--- config.mk ---
export PLATFORM = sky130hd
export DESIGN_NAME = sync_fifo_flex
export DESIGN_NICKNAME = d
export VERILOG_FILES = /design/src/rtl/sync_fifo_flex_pkg.sv /design/src/rtl/sync_fifo_flex_mem.sv /design/src/rtl/sync_fifo_flex.sv
export SDC_FILE = /design/constraint.sdc
export NUM_CORES = 1
export LEC_CHECK = 0
export BUFFER_PORTS_ARGS = -buffer_cell sky130_fd_sc_hd__buf_4
export CORE_MARGIN = 3
export CORE_UTILIZATION = 50
export DETAILED_ROUTE_END_ITERATION = 12
export PLACE_DENSITY_LB_ADDON = 0.2
export SYNTH_ARGS = -nofsm -noshare
export SYNTH_HDL_FRONTEND = slang
export SYNTH_SLANG_ARGS = --single-unit
--- constraint.sdc ---
create_clock -name clk -period 2.25 [get_ports clk]
set_input_delay 0.45 -clock clk [delete_from_list [all_inputs] [get_ports clk]]
set_output_delay 0.45 -clock clk [all_outputs]
set_load 0.01 [all_outputs]
--- src/rtl/sync_fifo_flex_pkg.sv ---
// Shared constants and helpers for the flexible synchronous FIFO.
// The pointer wrap helper lets depths that are not a power of two share the same pointer logic.
package sync_fifo_pkg;

    localparam int FIFO_STD  = 0;
    localparam int FIFO_FWFT = 1;

    // Explicit wrap: pointers never rely on binary rollover.
    function automatic int next_ptr(input int ptr, input int depth);
        return (ptr == depth - 1) ? 0 : ptr + 1;
    endfunction

endpackage

--- src/rtl/sync_fifo_flex_mem.sv ---
// Storage array for the FIFO: one synchronous write port and one asynchronous read port.
// Contents are deliberately not reset.
module fifo_mem #(
    parameter int F_WIDTH = 8,
    parameter int F_DEPTH = 4,
    parameter int A_WIDTH = 2
) (
    input  logic               clk,
    input  logic               we,
    input  logic [A_WIDTH-1:0] waddr,
    input  logic [F_WIDTH-1:0] wdata,
    input  logic [A_WIDTH-1:0] raddr,
    output logic [F_WIDTH-1:0] rdata
);

    logic [F_WIDTH-1:0] mem [F_DEPTH];

    always_ff @(posedge clk) begin
        if (we) begin
            mem[waddr] <= wdata;
        end
    end

    assign rdata = mem[raddr];

endmodule

--- src/rtl/sync_fifo_flex.sv ---
// Parametrised single-clock FIFO: arbitrary depth, occupancy count, programmable almost flags,
// overflow/underflow pulses and a standard or first-word-fall-through read mode.
module sync_fifo_flex
    import sync_fifo_pkg::*;
#(
    parameter int F_WIDTH   = 8,
    parameter int F_DEPTH   = 4,
    parameter int A_WIDTH   = 2,
    parameter int AF_THRESH = F_DEPTH - 1,
    parameter int AE_THRESH = 1,
    parameter int FWFT      = FIFO_STD
) (
    input  logic               clk,
    input  logic               rst,
    input  logic [F_WIDTH-1:0] din,
    input  logic               enq,
    input  logic               deq,
    output logic [F_WIDTH-1:0] dout,
    output logic               valid,
    output logic               full,
    output logic               empty,
    output logic               almost_full,
    output logic               almost_empty,
    output logic [A_WIDTH:0]   count,
    output logic               overflow,
    output logic               underflow
);

    localparam logic [A_WIDTH:0] DEPTH_C = (A_WIDTH + 1)'(F_DEPTH);
    localparam logic [A_WIDTH:0] AF_C    = (A_WIDTH + 1)'(AF_THRESH);
    localparam logic [A_WIDTH:0] AE_C    = (A_WIDTH + 1)'(AE_THRESH);

    logic [A_WIDTH-1:0] wr_ptr;
    logic [A_WIDTH-1:0] rd_ptr;
    logic [F_WIDTH-1:0] rd_data;
    logic               wr_ok;
    logic               rd_ok;

    // Handshake: enq/deq are single-cycle requests judged against the registered state.
    // An accepted request transfers one word at that edge; a rejected one is dropped and
    // reported by a one-cycle overflow/underflow pulse, never held over to a later cycle.
    assign wr_ok = enq & ~full;
    assign rd_ok = deq & ~empty;

    assign full         = (count == DEPTH_C);
    assign empty        = (count == '0);
    assign almost_full  = (count >= AF_C);
    assign almost_empty = (count <= AE_C);

    fifo_mem #(
        .F_WIDTH (F_WIDTH),
        .F_DEPTH (F_DEPTH),
        .A_WIDTH (A_WIDTH)
    ) u_mem (
        .clk   (clk),
        .we    (wr_ok),
        .waddr (wr_ptr),
        .wdata (din),
        .raddr (rd_ptr),
        .rdata (rd_data)
    );

    always_ff @(posedge clk or negedge rst) begin
        if (!rst) begin
            wr_ptr    <= '0;
            rd_ptr    <= '0;
            count     <= '0;
            overflow  <= 1'b0;
            underflow <= 1'b0;
        end else begin
            if (wr_ok) begin
                wr_ptr <= A_WIDTH'(next_ptr(int'(wr_ptr), F_DEPTH));
            end
            if (rd_ok) begin
                rd_ptr <= A_WIDTH'(next_ptr(int'(rd_ptr), F_DEPTH));
            end
            case ({wr_ok, rd_ok})
                2'b10:   count <= count + 1'b1;
                2'b01:   count <= count - 1'b1;
                default: count <= count;
            endcase
            overflow  <= enq & full;
            underflow <= deq & empty;
        end
    end

    generate
        if (FWFT == FIFO_FWFT) begin : g_fwft
            // Head word is presented directly; no din-to-dout bypass while empty.
            assign dout  = empty ? '0 : rd_data;
            assign valid = ~empty;
        end else begin : g_std
            logic [F_WIDTH-1:0] dout_q;
            logic               valid_q;

            always_ff @(posedge clk or negedge rst) begin
                if (!rst) begin
                    dout_q  <= '0;
                    valid_q <= 1'b0;
                end else begin
                    valid_q <= rd_ok;
                    if (rd_ok) begin
                        dout_q <= rd_data;
                    end
                end
            end

            assign dout  = dout_q;
            assign valid = valid_q;
        end
    endgenerate

endmodule
==> impl_table.tex <==
\begin{tabular}{lr}
\hline
Metric & Value \\
\hline
\multicolumn{2}{l}{\textbf{Run status}} \\
\quad Run status & finished clean \\
\multicolumn{2}{l}{\textbf{Timing}} \\
\quad Final-report max-slew violation count & 0 \\
\quad Crit path time final & 2.05 ns \\
\quad Transition time at the pin with the least slew margin & 0.606 ns \\
\quad Share of the clock period used by the worst path after layout & 91.2\% \\
\quad Slew margin rel. & 59.6\% \\
\quad TNS Setup & 0 ns \\
\quad Setup repair after global routing missed its margin & false \\
\quad Final setup margin & 0.198 ns \\
\quad Hold Violations, Final & 0 \\
\quad \# setup viols final & 0 \\
\quad Clock Skew & 0.00625 ns \\
\quad Max Freq & 0.487 GHz \\
\multicolumn{2}{l}{\textbf{CTS}} \\
\quad Clk Latency, worst-skew pair & 0.29 ns \\
\quad Root cell of the clock tree & sky130\_fd\_sc\_hd\_\_clkbuf\_8 \\
\quad CTS clk-pin slew, worst paths & 0.09 ns \\
\quad Inserted Clock Buffers & 5 \\
\quad Maximum clock path buffer count & 2 \\
\quad \# resized after CTS & 0 \\
\quad TritonCTS Sinks & 50 \\
\quad Setup repair bufs after CTS & 0 \\
\quad Hold-fix buffer count after cts & 0 \\
\quad CTS tree & done \\
\quad CTS HTree Levels & 2 \\
\multicolumn{2}{l}{\textbf{Synthesis}} \\
\quad Compound-Gate Fraction of Synth Area & 2.43\% \\
\quad Post-Synth Simple-Gate Area & 4.56\% \\
\quad Sequential element share of the synthesized area & 68.7\% \\
\quad Cell types with the highest counts after synthesis & 32 x sky130\_fd\_sc\_hd\_\_edfxtp\_1, 18 x sky130\_fd\_sc\_hd\_\_dfrtp\_1, 11 x sky130\_fd\_sc\_hd\_\_ha\_1 \\
\quad Average instance area after synthesis & 17.4 um\^{}2 \\
\quad Cell type contributing the most total cell area after synthesis & sky130\_fd\_sc\_hd\_\_edfxtp\_1 \\
\quad Number of register bits inferred by synthesis & 50 \\
\quad Warnings, synthesis & 0 \\
\quad Synthesized-area fraction occupied by xor and xnor cells & 0.852\% \\
\quad Number of distinct library cells after synthesis & 21 \\
\quad Post-synth top area share & 46.7\% \\
\quad Most used flip-flop cell after synthesis & sky130\_fd\_sc\_hd\_\_edfxtp\_1 \\
\quad Main combinational cell family by area after synthesis & multiplexers \\
\quad Count of mapped cells out of synthesis & 118 \\
\quad Synth Cell Area & 2060 um\^{}2 \\
\quad Dominant cells by area after synthesis & sky130\_fd\_sc\_hd\_\_edfxtp\_1 47\%, sky130\_fd\_sc\_hd\_\_dfrtp\_1 22\%, sky130\_fd\_sc\_hd\_\_mux4\_2 8.8\% \\
\quad Multiplexer share of the synthesized area & 14.2\% \\
\quad Most numerous cell in the Yosys netlist & sky130\_fd\_sc\_hd\_\_edfxtp\_1 \\
\quad Synthesized netlist net count & 141 \\
\quad Post-synth EDFFs & 32 \\
\quad Fraction of registers with async set/reset & 36.0\% \\
\quad Adder-cell share of the synthesized area & 6.70\% \\
\multicolumn{2}{l}{\textbf{Cells and area}} \\
\quad Share of layout cells above drive strength 1 & 38.2\% \\
\quad Diode count & 0 \\
\quad Post-Route Utilization & 64.1\% \\
\quad Area Growth Syn to Fin & 18.4\% \\
\quad Final-stage net count & 179 \\
\quad Number of fill cells & 294 \\
\multicolumn{2}{l}{\textbf{Power and ir drop}} \\
\quad Maximum ir drop on the vdd rail & 0.000597 V \\
\quad Reported leakage power & 0.998 nW \\
\quad Power Density & 1280 nW/um\^{}2 \\
\multicolumn{2}{l}{\textbf{Place}} \\
\quad Weighted congestion reported at the end of routability-driven placement & 0.696 \\
\quad Detail Placement HPWL & 2390 um \\
\quad Number of I/O port buffers & 29 \\
\quad Post-placement setup slack & 0.183 ns \\
\multicolumn{2}{l}{\textbf{Floorplan}} \\
\quad Initial core utilization & 54.1\% \\
\quad Vertical extent of the die & 70.1 um \\
\quad Die outline area & 4920 um\^{}2 \\
\quad Count of boundary I/O pins & 30 \\
\quad CORE AREA & 3800 um\^{}2 \\
\quad Floorplan row count & 22 \\
\quad Floorplan die width & 70.1 um \\
\multicolumn{2}{l}{\textbf{Global route}} \\
\quad Antenna violations before repair & 0 \\
\quad Total track usage & 14.9\% \\
\quad Maximum number of pins on one net before global-route repair & 19 \\
\quad Number of global-route vias before repair & 1,134 \\
\quad First-pass GRT wire length & 5560 um \\
\quad GRT Residual Overflow & 0 \\
\multicolumn{2}{l}{\textbf{Routing}} \\
\quad WL met2 & 1800 um \\
\quad Number of iterations in the first detailed-routing pass & 4 \\
\quad Routed wl met3 & 106 um \\
\quad Routed metal-1 wire length & 1370 um \\
\quad Avg WL per Cell & 16.0 um \\
\quad Via count & 1,067 \\
\quad \# DRC & 0 \\
\quad Number of DRC markers in iteration 0 & 85 \\
\quad Highest Signal Layer & met4 \\
\quad Number of nets still failing antenna checks after routing & 0 \\
\quad Routed vias/inst & 5.20 \\
\quad Detailed-route wire length & 3280 um \\
\multicolumn{2}{l}{\textbf{Critical path}} \\
\quad Slowest stage cell on the critical path & sky130\_fd\_sc\_hd\_\_dfrtp\_1 \\
\quad Chain of cells forming the critical path & inv\_1 -> ha\_1 -> nor2b\_1 -> nand2b\_4 -> inv\_1 -> ha\_1 -> a21oi\_1 -> o22ai\_1 \\
\quad Setup crit end kind & register \\
\quad Depth of the worst register-to-register path & 8 \\
\quad Reg2Reg Setup Slack & 0.20 ns \\
\quad Startpoint types & register \\
\quad CP max stage delay & 0.44 ns \\
\quad Source of the critical timing path & count[0]\$\_DFFE\_PN0P\_ \\
\quad Buffers \& Inverters on Critical Path & 2 \\
\quad Category of cells accounting for the largest share of critical-path delay & adder cells \\
\quad Number of logic stages on the critical path including buffering & 8 \\
\quad Kind of critical path & register to register \\
\quad FF-to-FF End & count[2]\$\_DFFE\_PN0P\_ \\
\quad Endpoint required time on the critical path & 2.43 ns \\
\quad CP arrival & 2.23 ns \\
\quad Largest fanout on the critical path & 11 \\
\quad Worst Setup EP & count[2]\$\_DFFE\_PN0P\_ \\
\quad Launch point of the worst reg-to-reg path & count[0]\$\_DFFE\_PN0P\_ \\
\multicolumn{2}{l}{\textbf{Job}} \\
\quad Maxcap violations & 0 \\
\multicolumn{2}{l}{\textbf{Worst hold path}} \\
\quad Hold Path Class & input pin to async pin \\
\hline
\end{tabular}
-- worst min-delay path by stage --
| stage | end | slack [ns] | cells past startpoint |
|---|---|---|---|
| detailed placement | dout[5]$_DFFE_PN0P_ | 0.34 | 1 |
| global route | dout[3]$_DFFE_PN0P_ | 0.02 | 1 |
| finish | count[2]$_DFFE_PN0P_ | 0.02 | 1 |
| global placement | dout[5]$_DFFE_PN0P_ | 0.33 | 1 |
| CTS | count[2]$_DFFE_PN0P_ | 0.02 | 1 |
| floorplan | count[0]$_DFFE_PN0P_ | 0.15 | 0 |
-- cell usage in the layout, fill, tap and decap left out, types with 2 or more instances in the layout --
cell and count:
sky130_fd_sc_hd__buf_4 34, sky130_fd_sc_hd__edfxtp_1 32, sky130_fd_sc_hd__dfrtp_1 18, sky130_fd_sc_hd__ha_1 11, sky130_fd_sc_hd__mux2_2 10, sky130_fd_sc_hd__inv_1 8, sky130_fd_sc_hd__mux4_2 8, sky130_fd_sc_hd__and2_1 6
sky130_fd_sc_hd__nor2_1 5, sky130_fd_sc_hd__clkbuf_8 5, sky130_fd_sc_hd__o21ai_0 4, sky130_fd_sc_hd__nand2_1 3, sky130_fd_sc_hd__a21oi_1 2, sky130_fd_sc_hd__xnor2_1 2
-- cell type report --
| class | instances | area [um^2] | share of cell area, % |
|---|---|---|---|
| inverters | 8 | 30.0 | 1.23 |
| clock buffers | 5 | 68.8 | 2.83 |
| well taps | 48 | 60.1 | 2.47 |
| clock inverters | 3 | 16.3 | 0.668 |
| repair buffers | 34 | 255 | 10.5 |
| multi-input cells | 57 | 592 | 24.3 |
| flip-flops and latches | 50 | 1410 | 58.0 |
-- stage by stage --
step                power [mW]  hold slack (ns)  area, um^2  std cells
floorplan                 2.19            0.154        2060        118
global placement          2.61            0.333        2350        197
detailed placement        2.68            0.339        2350        197
CTS                       3.15           0.0205        2430        205
global route              3.34           0.0190        2430        205
finish                    3.11           0.0203        2430        205
-- metal layers --
| metal | vias to the layer above | GRT usage [%] |
|---|---|---|
| met4 | 0 | 3.83 |
| met1 | 544 | 19.1 |
| li1 | 507 | - |
| met5 | - | 0 |
| met3 | 2 | 3.74 |
| met2 | 14 | 25.5 |
-- where the power goes --
| part | switching (mW) | internal, mW | total [mW] |
|---|---|---|---|
| registers | 0.209 | 1.26 | 1.46 |
| logic | 0.508 | 0.653 | 1.16 |
| clock network | 0.268 | 0.213 | 0.481 |
| total | 0.985 | 2.12 | 3.11 |
-- state kept, by name (all words and copies together) (netlist names) --
name	flops
overflow	1
count	3
dout	8
underflow	1
wr_ptr	2
rd_ptr	2
u_mem.mem	32
valid	1
-- cell families after synthesis --
| family | count (synthesis) |
|---|---|
| flip-flops | 50 |
| multiplexers | 18 |
| AND/OR/NAND/NOR | 17 |
| adder cells (fa/ha/maj) | 11 |
| XOR/XNOR | 2 |
| buffers and inverters | 11 |
| AO/OA/AOI/OAI | 9 |
No activity file was read; power rests on OpenSTA's default activity.
